### config.mk
export PLATFORM = sky130hd
export DESIGN_NAME = tff_counter_bank
export DESIGN_NICKNAME = d
export VERILOG_FILES = /design/src/rtl/tff_counter_bank.sv
export SDC_FILE = /design/constraint.sdc
export NUM_CORES = 1
export LEC_CHECK = 0
export ABC_AREA = 1
export ABC_CLOCK_PERIOD_IN_PS = 1600
export CAP_MARGIN = 10
export CORE_UTILIZATION = 39
export CTS_CLUSTER_DIAMETER = 100
export DETAILED_ROUTE_END_ITERATION = 10
export HOLD_SLACK_MARGIN = 0.1
export PLACE_DENSITY = 0.79
export SETUP_SLACK_MARGIN = 0.15
export SYNTH_ARGS = -nofsm -noshare
export SYNTH_HDL_FRONTEND = slang
export SYNTH_SLANG_ARGS = --single-unit
### constraint.sdc
create_clock -name i_clk -period 1.6 [get_ports i_clk]
set_input_delay 0.32 -clock i_clk [delete_from_list [all_inputs] [get_ports i_clk]]
set_output_delay 0.32 -clock i_clk [all_outputs]
set_load 0.005 [all_outputs]
### src/rtl/tff_counter_bank.sv
// Bank of WIDTH toggle flip-flops: per-bit toggle, parallel load, up/down count.
// Counting uses T-flip-flop chain toggles; wrap pulses for one cycle on each boundary event.
module tff_counter_bank #(
    parameter int unsigned           WIDTH     = 8,
    parameter int unsigned           SATURATE  = 0,
    parameter logic [WIDTH-1:0]      RESET_VAL = '0
) (
    input  logic             i_clk,
    input  logic             i_reset,
    input  logic             i_en,
    input  logic [1:0]       i_mode,
    input  logic [WIDTH-1:0] i_t,
    input  logic [WIDTH-1:0] i_d,
    output logic [WIDTH-1:0] o_q,
    output logic [WIDTH-1:0] o_qbar,
    output logic             o_at_max,
    output logic             o_at_min,
    output logic             o_wrap
);

    localparam logic [1:0] ModeToggle = 2'b00;
    localparam logic [1:0] ModeLoad   = 2'b01;
    localparam logic [1:0] ModeUp     = 2'b10;
    localparam logic [1:0] ModeDown   = 2'b11;

    logic [WIDTH-1:0] r_q;
    logic [WIDTH-1:0] r_q_d;
    logic             r_wrap;
    logic             r_wrap_d;
    logic [WIDTH-1:0] w_up_tog;
    logic [WIDTH-1:0] w_down_tog;
    logic             w_at_max;
    logic             w_at_min;

    assign w_at_max = &r_q;
    assign w_at_min = ~|r_q;

    // Bit i toggles when every lower bit is 1 (up) or 0 (down); bit 0 always toggles.
    always_comb begin
        logic v_up_carry;
        logic v_down_carry;
        v_up_carry   = 1'b1;
        v_down_carry = 1'b1;
        w_up_tog     = '0;
        w_down_tog   = '0;
        for (int i = 0; i < int'(WIDTH); i++) begin
            w_up_tog[i]   = v_up_carry;
            w_down_tog[i] = v_down_carry;
            v_up_carry    = v_up_carry & r_q[i];
            v_down_carry  = v_down_carry & ~r_q[i];
        end
    end

    always_comb begin
        r_q_d    = r_q;
        r_wrap_d = 1'b0;
        if (i_en) begin
            unique case (i_mode)
                ModeToggle: r_q_d = r_q ^ i_t;
                ModeLoad:   r_q_d = i_d;
                ModeUp: begin
                    if (w_at_max) begin
                        r_wrap_d = 1'b1;
                        if (SATURATE == 0) r_q_d = r_q ^ w_up_tog;
                    end else begin
                        r_q_d = r_q ^ w_up_tog;
                    end
                end
                ModeDown: begin
                    if (w_at_min) begin
                        r_wrap_d = 1'b1;
                        if (SATURATE == 0) r_q_d = r_q ^ w_down_tog;
                    end else begin
                        r_q_d = r_q ^ w_down_tog;
                    end
                end
                default: r_q_d = r_q;
            endcase
        end
    end

    always_ff @(posedge i_clk) begin
        if (!i_reset) begin
            r_q    <= RESET_VAL;
            r_wrap <= 1'b0;
        end else begin
            r_q    <= r_q_d;
            r_wrap <= r_wrap_d;
        end
    end

    assign o_q      = r_q;
    assign o_qbar   = ~r_q;
    assign o_at_max = w_at_max;
    assign o_at_min = w_at_min;
    assign o_wrap   = r_wrap;

endmodule

Word level (Yosys, flattened, before mapping)
Cells that the tools add are included.

storage, ports and cells
  bits of input ports = 21
  flip-flop bits (word level) = 9
  output and inout bits = 19

cells by class
  bitwise logic cells = 23
  reductions and logical operators = 5
  multiplexer cells = 4
  eq/ne operators = 3

operator list
  cell                                                                    number
  8-bit one-hot mux with 4 select lines                                   1
  8-bit bitwise XOR                                                       3
  1-bit bitwise AND                                                       12
  8-bit NOT                                                               1
  8-bit AND reduction                                                     1
  8-bit OR reduction                                                      1
  1-bit NOT                                                               7
  2-bit equality test (second input constant)                             2
  2-bit by 1-bit equality test with 1-bit output (second input constant)  1
  2-bit zero test                                                         1
  1-bit two-way mux                                                       2
  1-bit one-hot mux with 2 select lines                                   1
  2-bit AND reduction                                                     1
  1-bit zero test                                                         1

Logic depth before layout (Yosys ltp)
Gate-level depths: netlist of run 1.

  depth in word-level cells = 9
  mapped depth = 9
  gate-level depth less buffers = 8

Worst setup path after synthesis of run 1
Ideal clock, no wire load.

  path kind = register to output
  start point = register r_q[1], in the netlist o_q[1]
  end point = output o_at_max
  data required time = 1.280 ns
  path buffers = 0
  slack = 0.356 ns
  arrival = 0.924 ns
  cell stages (with the launch flop) = 5
  cell sequence = dfxtp_1 > nand2_1 > nor2_2 > nand3_2 > nor3_2

between the ends
  word-level cells in the longest chain between the ends = 1

RTL lines
  what                      line  source
  start: declaration        26    logic [WIDTH-1:0] r_q;
  start signal: assignment  87    r_q <= r_q_d;
  8-bit AND reduction       35    assign w_at_max = &r_q;
  end: declaration          16    output logic o_at_max,

No other way between the ends.

Worst setup path after layout of run 1
Same ends and word-level chain as after synthesis.

==> results of run 1 <==
==> where the power goes <==
part | total (µW) | switching, µW | leakage (µW) | internal, µW
clock network | 199 | 102 | 0.0000150 | 96.9
registers | 261 | 18.6 | 0.0000775 | 243
logic | 376 | 175 | 0.000639 | 201
==> sequential cells by signal (all words and copies together) (netlist names) <==
| name | cells |
|---|---|
| o_q | 8 |
| o_wrap | 1 |
==> layout make-up <==
cell class,count,share of cell area
Tap cell,25,0.02094
Timing Repair Buffer,71,0.4162
Multi-Input combinational cell,110,0.3769
Inverter,15,0.03769
Sequential cell,9,0.1307
Clock buffer,4,0.01759
==> how the worst max path moves through the flow <==
stage                     startpoint  endpoint  slack, ps  cells past startpoint
after floorplan               o_q[1]  o_at_max        360                      4
after global placement     i_mode[1]    o_q[4]        -30                      8
after detailed placement   i_mode[1]    o_q[4]        -80                      8
after CTS                     o_q[3]  o_at_max        -10                      5
after global routing          o_q[2]  o_at_min          1                      5
final                         o_q[1]  o_at_max         40                      5
==> metal layers <==
| layer | vias up | part of all wire | global-route usage |
|---|---|---|---|
| met2 | 57 | 0.52 | 0.5417 |
| met1 | 568 | 0.40 | 0.2874 |
| li1 | 598 | - | - |
| met5 | - | 0 | 0 |
| met3 | 12 | 0.055 | 0.07451 |
| met4 | 0 | 0.025 | 0.1200 |
==> cell families (layout without fill, tap and decap cells) <==
logic type | count (synthesis) | count (layout) | synth area share
AO/OA/AOI/OAI | 33 | 33 | 0.2251
XOR/XNOR | 2 | 2 | 0.02251
buffers and inverters | 18 | 90 | 0.09324
flip-flops | 9 | 9 | 0.2315
multiplexers | 1 | 1 | 0.01286
AND/OR/NAND/NOR | 74 | 74 | 0.4148
==> placed cells by master (no fill, tap or decap), types with 2 or more instances in the layout <==
| cell | synthesis | routed |
|---|---|---|
| dfxtp_4 | 0 | 2 |
| o21ai_0 | 16 | 16 |
| inv_2 | 1 | 3 |
| buf_4 | 1 | 29 |
| dfxtp_2 | 0 | 6 |
| nand2_2 | 1 | 3 |
| nor3_2 | 1 | 2 |
| dlymetal6s2s_1 | 0 | 2 |
| a21oi_1 | 13 | 13 |
| nand3_2 | 1 | 2 |
| nor2_4 | 0 | 2 |
| clkdlybuf4s50_1 | 0 | 19 |
| dlygate4sd2_1 | 0 | 15 |
| nand2_1 | 37 | 34 |
| buf_6 | 0 | 2 |
| nor2_1 | 13 | 11 |
| nand3_1 | 17 | 16 |
| clkbuf_4 | 0 | 3 |
| buf_2 | 1 | 2 |
| inv_1 | 14 | 12 |
==> what timing repair did <==
| action | in CTS | in global routing |
|---|---|---|
| buffers inserted | 4 | 3 |
| setup endpoints to repair | 18 | 8 |
| resized for setup | 38 | 14 |
| pin swaps | 4 | 5 |
==> stage by stage <==
stage | setup slack, ps | hold slack, ps
2_1_floorplan | 355.5 | 445.1
3_3_place_gp | -32.75 | 598.1
5_1_grt | 1.055 | 567.4
6_report | 44.85 | 542.6
4_1_cts | -13.05 | 593.0
3_5_place_dp | -75.03 | 601.3
==> worst max-delay path: stages, from the launching register on <==
cell	delay (ps)
dfxtp_2	360
nand2_2	90
nor2_4	120
nand3_2	90
nor3_2	150
buf_2	150
==> metrics.txt, run 1 <==
RSZ-0062 raised after global routing=yes; area of the multi-input gates=563.0 µm²; Hold/Removal Path Class=input port to flop; Placed Area=1384 µm²; Root Buffer=clkbuf_4; routability cong.=slightly below 0.9; fin crit share=0.9720; Crit. End Element=output port; Synth top area share=0.2315; Placed Cells=223; Hold EP=o_q[1]; Worst-Margin Slew=slightly above 300 ps; drt pass-1 iters=4; Wirelength per Cell=about 14 µm; peak supply drop=around 0.38 mV; syn avg cell area=around 5.7 µm²; sequential fraction of the synthesis area=0.2315; top_reg_cell synth=dfxtp_1; vias per cell=between 5 and 6; dpl hpwl=2100 µm; Final Power=approximately 840 µW; Leakage Power=between 0.0007 and 0.0008 µW; Clock Latency Late Sink=~280 ps; Max Slew Vio Count=0; TNS Setup=0 ps; DRT iter0 DRCs=between 40 and 50; largest net degree at the start of global routing=18; vias in the first global route=between 1000 and 1500; nets=roughly 230; outcome=finished, final reports clean; CTS tree=done; Post-CTS Hold Buffers=0; Max Fclk=between 600 and 700 MHz; hold path depth=4; Synth cell types=25; Die Height=about 47 µm; Setup-failing EPs final=0; antenna-violating nets left=0; Core Area=roughly 1800 µm²; DR vias=between 1000 and 1500; largest area contributor in the netlist=dfxtp_1; maxcap violations=0; width of the die=roughly 47 µm; GR Util All Layers=0.2857; flops & latches, synth=9; RR Startpoint=o_q[2]; Fill cells=approximately 120; Critical R2R Capture=o_q[7]; HP Start=i_mode[0]; critical path arrival=between 1000 and 1500 ps; PD cells=roughly 560 nW/µm²; min Tclk post-route=1555 ps; Synthesis Warnings=0; Synth area leaders=dfxtp_1 23%, nand2_1 18%, nand3_1 11%; share of layout cells above drive strength 1=0.2919; FF-to-FF setup slack=230 ps; ANT cells=0; Fin. Hold Viols=0; EDFF count, synth=0; CTS Buf Count=3; clock tree buffer depth=2; IO buf count=39; initial cell density of the core=0.4319; CP Class=flop to output port; post-synthesis net count=158; Post-Syn Area=slightly below 800 µm²; count leader, synth=nand2_1; fin util=0.8292; Clk pin slew, worst setup/hold paths=around 70 ps; Crit Path Max Fanout=3; final wirelength=3225 µm; FP Rows=15; CTS Sinks=9; initial antenna violation count=0; sequential cell area=between 150 and 200 µm²; post-route cell area=about 1500 µm²; Async SR Flop Fraction=0; I/O pin total=40; wire length of the first global-routing pass=about 4300 µm; H-tree depth=1; Synth Instances=about 140; relative slew slack=0.7935; Worst Setup Start Kind=flop; P&R area growth vs syn=91.96%; total die area=~2200 µm²; Non-Filler Instances=234; Worst Reg-to-Reg Cells=9; DRC Markers=0; Synth top cells by count=37 x nand2_1, 17 x nand3_1, 16 x o21ai_0, 14 x inv_1; GRT Residual Overflow=0; Worst Path Required=1280 ps; Setup Skew=approximately 5.3 ps
No activity file was read; power rests on OpenSTA's default activity.
==> inputs of run 2 (changes only) <==
--- a/config.mk
+++ b/config.mk
@@ -9,6 +9,7 @@
 export ABC_CLOCK_PERIOD_IN_PS = 1600
 export CAP_MARGIN = 10
 export CORE_UTILIZATION = 39
+export CTS_BUF_LIST = sky130_fd_sc_hd__clkbuf_16
 export CTS_CLUSTER_DIAMETER = 100
 export DETAILED_ROUTE_END_ITERATION = 10
 export HOLD_SLACK_MARGIN = 0.1
==> metrics.txt, run 2 (synthesized netlist as in run 1, its figures left out) <==
P_sw=300.1 µW (+1.5%); Wirelength per Cell=12.90 µm (-6.4%); Max Slew Vio Count=0 (unchanged); PD cells=709.0 nW/µm² (+27%); Leakage Power=0.0007277 µW (-0.52%); Placed Area=1384 µm² (unchanged); P&R area growth vs syn=92.60%; initial cell density of the core=0.4319 (unchanged); relative slew slack=0.7882 (-0.005247); Hold/Removal Path Class=input port to flop; antenna-violating nets left=0 (unchanged); Worst-Margin Slew=316.7 ps (+7.845 ps); sequential share of power=0.246 (-0.067); initial antenna violation count=0 (unchanged); FP Rows=15 (unchanged); Setup Skew=2.690 ps (-2.599 ps); DRT iter0 DRCs=30 (-36%); vias per cell=5.204 (-1.4%); max reg flops=8 (unchanged); Final Power=1063 µW (+27%); final wirelength=2968 µm (-8.0%); Placed Cells=223 (unchanged); FF-to-FF setup slack=280 ps (+50 ps); Net Sw Frac=0.2824 (-0.07121); Worst Setup Start Kind=flop; Crit Path Max Fanout=3 (unchanged); Comb pwr share=0.334 (-0.115); Hold EP=o_q[1]; Non-Filler Instances=230 (-1.7%); Clock power frac=0.420 (+0.182); Max Fclk=672.8 MHz (+4.6%); Root Buffer=clkbuf_16; clock tree buffer depth=2 (unchanged); Crit. End Element=output port; ANT cells=0 (unchanged); hold slack=584.4 ps (+41.79 ps); Die Height=46.67 µm (unchanged); drt pass-1 iters=4 (unchanged); post-route cell area=1499 µm² (+0.34%); Worst Path Required=1280 ps (about the same); Clk pin slew, worst setup/hold paths=40 ps (-30 ps); Critical R2R Capture=o_q[4]; routability cong.=0.8895 (unchanged); width of the die=46.67 µm (unchanged); dpl hpwl=2100 µm (unchanged); CP Class=flop to output port; most common cell after layout, fill and taps aside=nand2_1; GR Util All Layers=0.2953 (+0.009577); Fill cells=128 (+7.6%); RSZ-0062 raised after global routing=yes; Setup-failing EPs final=0 (unchanged); hold path depth=4 (unchanged); Post-CTS Hold Buffers=0 (unchanged); critical path arrival=1170 ps (-70 ps); P_int=762.6 µW (+41%); GRT Residual Overflow=0 (unchanged); Worst Reg-to-Reg Cells=6 (-3); HP Start=i_mode[0]; CTS Sinks=9 (unchanged); vias in the first global route=1135 (+5.4%); I/O pin total=40 (unchanged); peak supply drop=0.7116 mV (+86%); DRC Markers=0 (unchanged); min Tclk post-route=1486 ps (-68.80 ps); Clock Latency Late Sink=240 ps (-40 ps); maxcap violations=0 (unchanged); DR vias=1197 (-3.1%); Core Area=1802 µm² (unchanged); largest net degree at the start of global routing=18 (unchanged); RR Startpoint=o_q[1]; share of layout cells above drive strength 1=0.2634 (-0.02845); total die area=2178 µm² (unchanged); CTS Buf Count=3 (unchanged); Fin. Hold Viols=0 (unchanged); fin crit share=0.9290 (-0.04300); CTS tree=done; most frequent cells in the layout=36 x nand2_1, 25 x buf_4, 19 x clkdlybuf4s50_1; nets=227 (-1.7%); H-tree depth=1 (unchanged); wire length of the first global-routing pass=4422 µm (+3.7%); outcome=finished, final reports clean; IO buf count=39 (unchanged)
[run 2: cell types whose count changed in the layout (fill, tap and decap cells not counted), moves of 2 or more]
cell,previous run,this run
nand2_1,34,36
nor2_2,1,3
clkbuf_16,0,3
nor2_4,2,0
clkbuf_4,3,0
buf_4,29,25
[run 2: worst max-delay path: stages, from the launching register on]
cell and delay (ps):
dfxtp_2 330, nand2_1 80, nor2_2 140, nand3_2 90
nor3_2 140, buf_2 140
[run 2: area by class of cell]
class	instances	area, µm²	area share
clock inverters	1	3.754	0.002504
inverters	15	56.30	0.03756
repair buffers	67	596.8	0.3982
flip-flops and latches	9	192.7	0.1285
clock buffers	3	75.07	0.05008
multi-input cells	110	543.0	0.3623
well taps	25	31.28	0.02087
[run 2: what timing repair did]
item,CTS,global route
endpoints found under the setup margin,18,11
pin swaps,3,3
gates cloned,0,0
setup buffers,2,1
gates resized for setup,39,6
[run 2: worst max path at each step]
stage                    from  endpoint  slack (ps)  cells past startpoint
floorplan              o_q[1]  o_at_max         360                      4
global placement    i_mode[1]    o_q[4]         -30                      8
detailed placement  i_mode[1]    o_q[4]         -80                      8
CTS                    o_q[3]  o_at_max          50                      5
global route           o_q[1]  o_at_max          70                      5
finish                 o_q[1]  o_at_max         110                      5
[run 2: power by group through the flow]
stage	Sequential, µW	Clock, µW	Combinational, µW
6_report	261	446	355
5_1_grt	263	463	388
4_1_cts	261	447	341
3_5_place_dp	260	0	352
3_3_place_gp	259	0	344
2_1_floorplan	269	0	126
[run 2: through the flow]
stage               utilization  setup TNS (ps)  setup WS [ps]
detailed placement       0.7681          -283.3         -75.03
finish                   0.8319               0          113.7
CTS                      0.8174               0          46.21
floorplan                     -               0          355.5
global route             0.8319               0          73.08
global placement         0.7681          -73.09         -32.75
[run 2: per-layer routing]
metal	routed length (µm)	vias to the layer above	GRT usage
met3	175	13	0.09020
met1	1207	544	0.2850
met5	0	-	0
met4	87	0	0.1314
met2	1498	46	0.5611
li1	-	594	-
